==> config.mk <==
export PLATFORM = sky130hd
export DESIGN_NAME = ps2_scan_rx
export DESIGN_NICKNAME = d
export VERILOG_FILES = /design/src/rtl/ps2_scan_rx.sv
export SDC_FILE = /design/constraint.sdc
export NUM_CORES = 1
export LEC_CHECK = 0
export CORE_MARGIN = 1.5
export CORE_UTILIZATION = 45
export CTS_BUF_LIST = sky130_fd_sc_hd__clkbuf_16
export CTS_CLUSTER_DIAMETER = 150
export DETAILED_ROUTE_END_ITERATION = 10
export SYNTH_ARGS = -nofsm -noshare
export SYNTH_HDL_FRONTEND = slang
export SYNTH_SLANG_ARGS = --single-unit
==> constraint.sdc <==
create_clock -name CLK -period 2.3 [get_ports CLK]
set_input_delay 0.23 -clock CLK [delete_from_list [all_inputs] [get_ports CLK]]
set_output_delay 0.23 -clock CLK [all_outputs]
set_load 0.05 [all_outputs]
==> src/rtl/ps2_scan_rx.sv <==
// PS/2 keyboard frame receiver: synchronises and deglitches PS2C/PS2D, deserialises 11-bit frames, checks them.
// Optional macro BREAK_FILTER_EN: drop F0 (break) prefixes with their following byte, and E0 prefixes.
module ps2_scan_rx #(
  parameter int FILTER_LEN  = 8,
  parameter int TIMEOUT_CYC = 100000
) (
  input  logic       CLK,
  input  logic       RESET,
  input  logic       PS2C,
  input  logic       PS2D,
  output logic [7:0] DATO,
  output logic       flag,
  output logic       ERR,
  output logic       BUSY
);

  localparam logic [1:0] IDLE  = 2'd0;
  localparam logic [1:0] SHIFT = 2'd1;
  localparam logic [1:0] CHECK = 2'd2;
  localparam logic [1:0] EMIT  = 2'd3;

  localparam int            TW      = (TIMEOUT_CYC > 2) ? $clog2(TIMEOUT_CYC) : 1;
  localparam logic [TW-1:0] TO_LAST = TW'(TIMEOUT_CYC - 1);

  logic [1:0]            c_sync;
  logic [1:0]            d_sync;
  logic [FILTER_LEN-1:0] filt_sr;
  logic                  filt_clk;
  logic                  fall;
  logic                  data_bit;

  logic [1:0]    state;
  logic [3:0]    bitcnt;
  logic [TW-1:0] to_cnt;
  logic [9:0]    frame;
  logic          frame_good;
  logic          forward;
  logic          timeout;
  logic          err_set;

  // NOTE: all clocked state uses non-blocking assignments so every flop samples pre-edge values.
  always_ff @(posedge CLK) begin
    if (RESET) begin
      c_sync   <= '1;
      d_sync   <= '1;
      filt_sr  <= '1;
      filt_clk <= 1'b1;
    end else begin
      c_sync  <= {c_sync[0], PS2C};
      d_sync  <= {d_sync[0], PS2D};
      filt_sr <= {filt_sr[FILTER_LEN-2:0], c_sync[1]};
      if (&filt_sr)
        filt_clk <= 1'b1;
      else if (~|filt_sr)
        filt_clk <= 1'b0;
    end
  end

  assign fall       = filt_clk & ~|filt_sr;
  assign data_bit   = d_sync[1];
  assign frame_good = (^frame[8:0]) & frame[9];
  assign timeout    = (state == SHIFT) && !fall && (to_cnt == TO_LAST);
  assign err_set    = timeout || ((state == CHECK) && !frame_good);
  assign BUSY       = (state != IDLE);

`ifdef BREAK_FILTER_EN
  logic break_pend;

  assign forward = frame_good && (frame[7:0] != 8'hE0) && (frame[7:0] != 8'hF0) && !break_pend;

  always_ff @(posedge CLK) begin
    if (RESET || err_set)
      break_pend <= 1'b0;
    else if ((state == CHECK) && frame_good && (frame[7:0] != 8'hE0))
      break_pend <= (frame[7:0] == 8'hF0);
  end
`else
  assign forward = frame_good;
`endif

  always_ff @(posedge CLK) begin
    if (RESET) begin
      state  <= IDLE;
      bitcnt <= '0;
      to_cnt <= '0;
      frame  <= '0;
      DATO   <= 8'h00;
      flag   <= 1'b0;
      ERR    <= 1'b0;
    end else begin
      ERR <= err_set;
      // flag follows EMIT by one edge so DATO (loaded leaving CHECK) is stable a full cycle before flag rises.
      flag <= (state == EMIT);
      case (state)
        IDLE: begin
          if (fall && !data_bit) begin
            state  <= SHIFT;
            bitcnt <= '0;
            to_cnt <= '0;
          end
        end
        SHIFT: begin
          if (fall) begin
            frame  <= {data_bit, frame[9:1]};
            to_cnt <= '0;
            if (bitcnt == 4'd9)
              state <= CHECK;
            else
              bitcnt <= bitcnt + 4'd1;
          end else if (timeout) begin
            state <= IDLE;
          end else begin
            to_cnt <= to_cnt + 1'b1;
          end
        end
        CHECK: begin
          if (forward) begin
            DATO  <= frame[7:0];
            state <= EMIT;
          end else begin
            state <= IDLE;
          end
        end
        default: state <= IDLE;
      endcase
    end
  end

endmodule

==> flow_summary.json, run 1 <==
{
  "status": "finished clean",
  "hold_viol": 0,
  "ios": 15,
  "ys_types": 50,
  "cp_data_arrival_time_ps": 2380,
  "grt_max_degree": 37,
  "worstSkewPairLatency_ps": 290,
  "wl_met2_um": 1910,
  "drt_iter0_drc": 95,
  "post-synth-top-count-cell": "dfxtp_1",
  "gp_congestion": 0.823,
  "rows": 26,
  "clock-root-buffer": "clkbuf_16",
  "max_cap_viol_count": 0,
  "dr.pass1.iters": 4,
  "worstSetupEndpointType": "flop",
  "drc_errors": 0,
  "syn_inst": 261,
  "cp_cell_sequence": "nor4_2 -> nand3_2 -> or3_4 -> and2_4 -> or4_1 -> nand2_1",
  "path_max_fanout": 12,
  "place_ws_ps": 162,
  "final_area_um2": 2880,
  "post_cts_buffers": 0,
  "synth_top_cell_area_share": 0.454,
  "clockBufferDepth": 2,
  "rrSetupSlack_ps": 160,
  "postPlaceCellArea_um2": 2740,
  "yosys.area.top_type": "dfxtp_1",
  "core_um2": 5200,
  "antenna_cells": 0,
  "synthFlopType": "dfxtp_1",
  "report.final.setup_viol": 0,
  "syn_to_final_growth_pct": 16.6,
  "period_minus_slack_ps": 2140,
  "cts_made_buffers": 5,
  "port-buffer-count": 14,
  "m1WireLength_um": 2350,
  "hp-start": "c_sync[1]",
  "grt_first_pass_wirelength_um": 7940,
  "yosys_register_bits": 56,
  "fp.dieW_um": 77.1,
  "clkSlewWorstSetupHoldPaths_ps": 70,
  "antenna_found_initial": 0,
  "chipHeight_um": 77.1,
  "cp_slowest_stage_delay_ps": 490,
  "grt_use_total": 0.167,
  "tightest_slew_ps": 504,
  "synth_common_cells": "dfxtp_1 (56), nor2_1 (43), mux2i_1 (19)",
  "yosysSeqAreaShare": 0.454,
  "skew_ps": 3.63,
  "wl_per_cell_um": 12.9,
  "fmax_mhz": 467,
  "rsz0062_at_grt": "false",
  "die_area_um2": 5950,
  "synth.avg_cell_area_um2": 9.47,
  "reg2reg_from": "filt_sr[1]",
  "ir_drop_v": 0.000326,
  "async_flop_share": 0,
  "vias_per_cell": 5.20,
  "wirelength_um": 4570,
  "vias": 1845,
  "fin_setup_tns_ps": 0,
  "netlist_top_cells_area": "dfxtp_1 (45%), mux2i_1 (7.7%), nor2_1 (6.5%)",
  "synthesis.area_um2": 2470,
  "cts_tree": "yes",
  "drive_gt1_frac": 0.172,
  "critPathKind": "reg -> reg",
  "wl_met3_um": 232,
  "postRouteAntennaNets": 0,
  "crit_start": "filt_sr[1]",
  "fin_nets": 291,
  "clock-sinks": 56,
  "hold_buffers": 0,
  "synth-edff-count": 0,
  "final.period_utilization": 0.931,
  "drv_slew": 0,
  "top_layer": "met4",
  "cts.repair.resized": 0,
  "slew_headroom": 0.663,
  "overflow": 0,
  "fin_util": 0.553,
  "initial_core_util": 0.475,
  "power_density_nw_per_um2": 626,
  "cp-start-kind": "flop",
  "power.leakage_nw": 1.16,
  "critPathSlowestCell": "or3_4",
  "syn-num-nets": 268,
  "crit_required_ps": 2540,
  "hold_path_class": "reg -> reg",
  "grt_pass1_vias": 1634,
  "dp_hpwl_um": 3230,
  "h-tree-depth": 2,
  "ys.warnings.count": 0,
  "setup_ws_ps": 159
}
## power by group
| part | internal, mW | switching, mW | total, mW | leakage [nW] |
|---|---|---|---|---|
| registers | 0.977 | 0.00694 | 0.984 | 0.453 |
| logic | 0.0313 | 0.0449 | 0.0762 | 0.635 |
| clock network | 0.402 | 0.340 | 0.742 | 0.0716 |
## per-layer routing
layer	GRT usage	vias up
li1	-	953
met4	0.0655	0
met3	0.0417	6
met2	0.232	39
met1	0.246	847
met5	0	-
## flip-flops by register name (all words and copies together), names as in the netlist, 2 cells and up
signal and count:
to_cnt 17, frame 10, DATO 8, filt_sr 8, bitcnt 4, c_sync 2
d_sync 2, state 2
## worst paths after layout
path / end / cells past startpoint
worst max-delay path: to_cnt[13] / 6
worst min-delay path: filt_sr[0] / 1
worst max register to register: to_cnt[13] / 6
worst min register to register: filt_sr[0] / 1
## cell families (layout without fill, tap and decap cells)
group,after synthesis,count (layout),share of synthesized area
multiplexers,20,20,0.0815
adder cells (fa/ha/maj),3,3,0.0152
buffers and inverters,17,41,0.0329
AND/OR/NAND/NOR,119,119,0.251
flip-flops,56,56,0.454
AO/OA/AOI/OAI,30,30,0.0977
XOR/XNOR,16,16,0.0678
## final cells by class
cell class / instances / area (µm²)
clock inverters: 3 / 17.5
multi-input cells: 188 / 1270
clock buffers: 5 / 125
inverters: 6 / 22.5
fillers: 485 / 2320
well taps: 70 / 87.6
repair buffers: 27 / 238
flip-flops and latches: 56 / 1120
## through the flow
step / std cells / total power, mW / hold slack, ps
finish: 355 / 1.80 / 415
global route: 355 / 1.88 / 441
CTS: 355 / 1.84 / 419
detailed placement: 347 / 1.08 / 401
global placement: 347 / 1.08 / 392
floorplan: 261 / 1.06 / 334
## worst max-delay path: cells and delay by family, from the launching register on
family | cells | cell delay (ps)
simple gates | 6 | 1760
flops | 1 | 330
## layout by cell type (no fill, tap or decap), types with 2 or more instances in the layout
cell type and instances:
xor2_1 3, o21ai_0 3, dfxtp_1 56, nand2_1 18, xnor3_1 2, nor3_1 2
xnor2_1 11, nand4_1 8, or3_1 5, or2_2 14, inv_1 6, nand3_1 8
clkbuf_16 5, ha_1 3, nor2_1 43, and3_1 4, a211oi_1 2, nand3b_1 2
o211ai_1 2, clkdlybuf4s50_1 14, a211oi_2 2, mux2i_1 19, nor4_2 2, a21oi_1 10
buf_4 13, nor2b_1 2
Note: power is estimated with default switching activity, not from simulation.
==> run 2: changes to the inputs <==
SKIP_LAST_GASP = 1   (was unset)
==> results of run 2 <==
Final layout, timing and power as in run 1 (identical DEF).
==> run 3: changes to the inputs <==
==> constraint.sdc (replaced) <==
create_clock -name CLK -period 2.3 [get_ports CLK]
set_input_delay 0.345 -clock CLK [delete_from_list [all_inputs] [get_ports CLK]]
set_output_delay 0.345 -clock CLK [all_outputs]
set_load 0.05 [all_outputs]
==> results of run 3 <==
Final layout, timing and power as in run 1 (identical DEF).
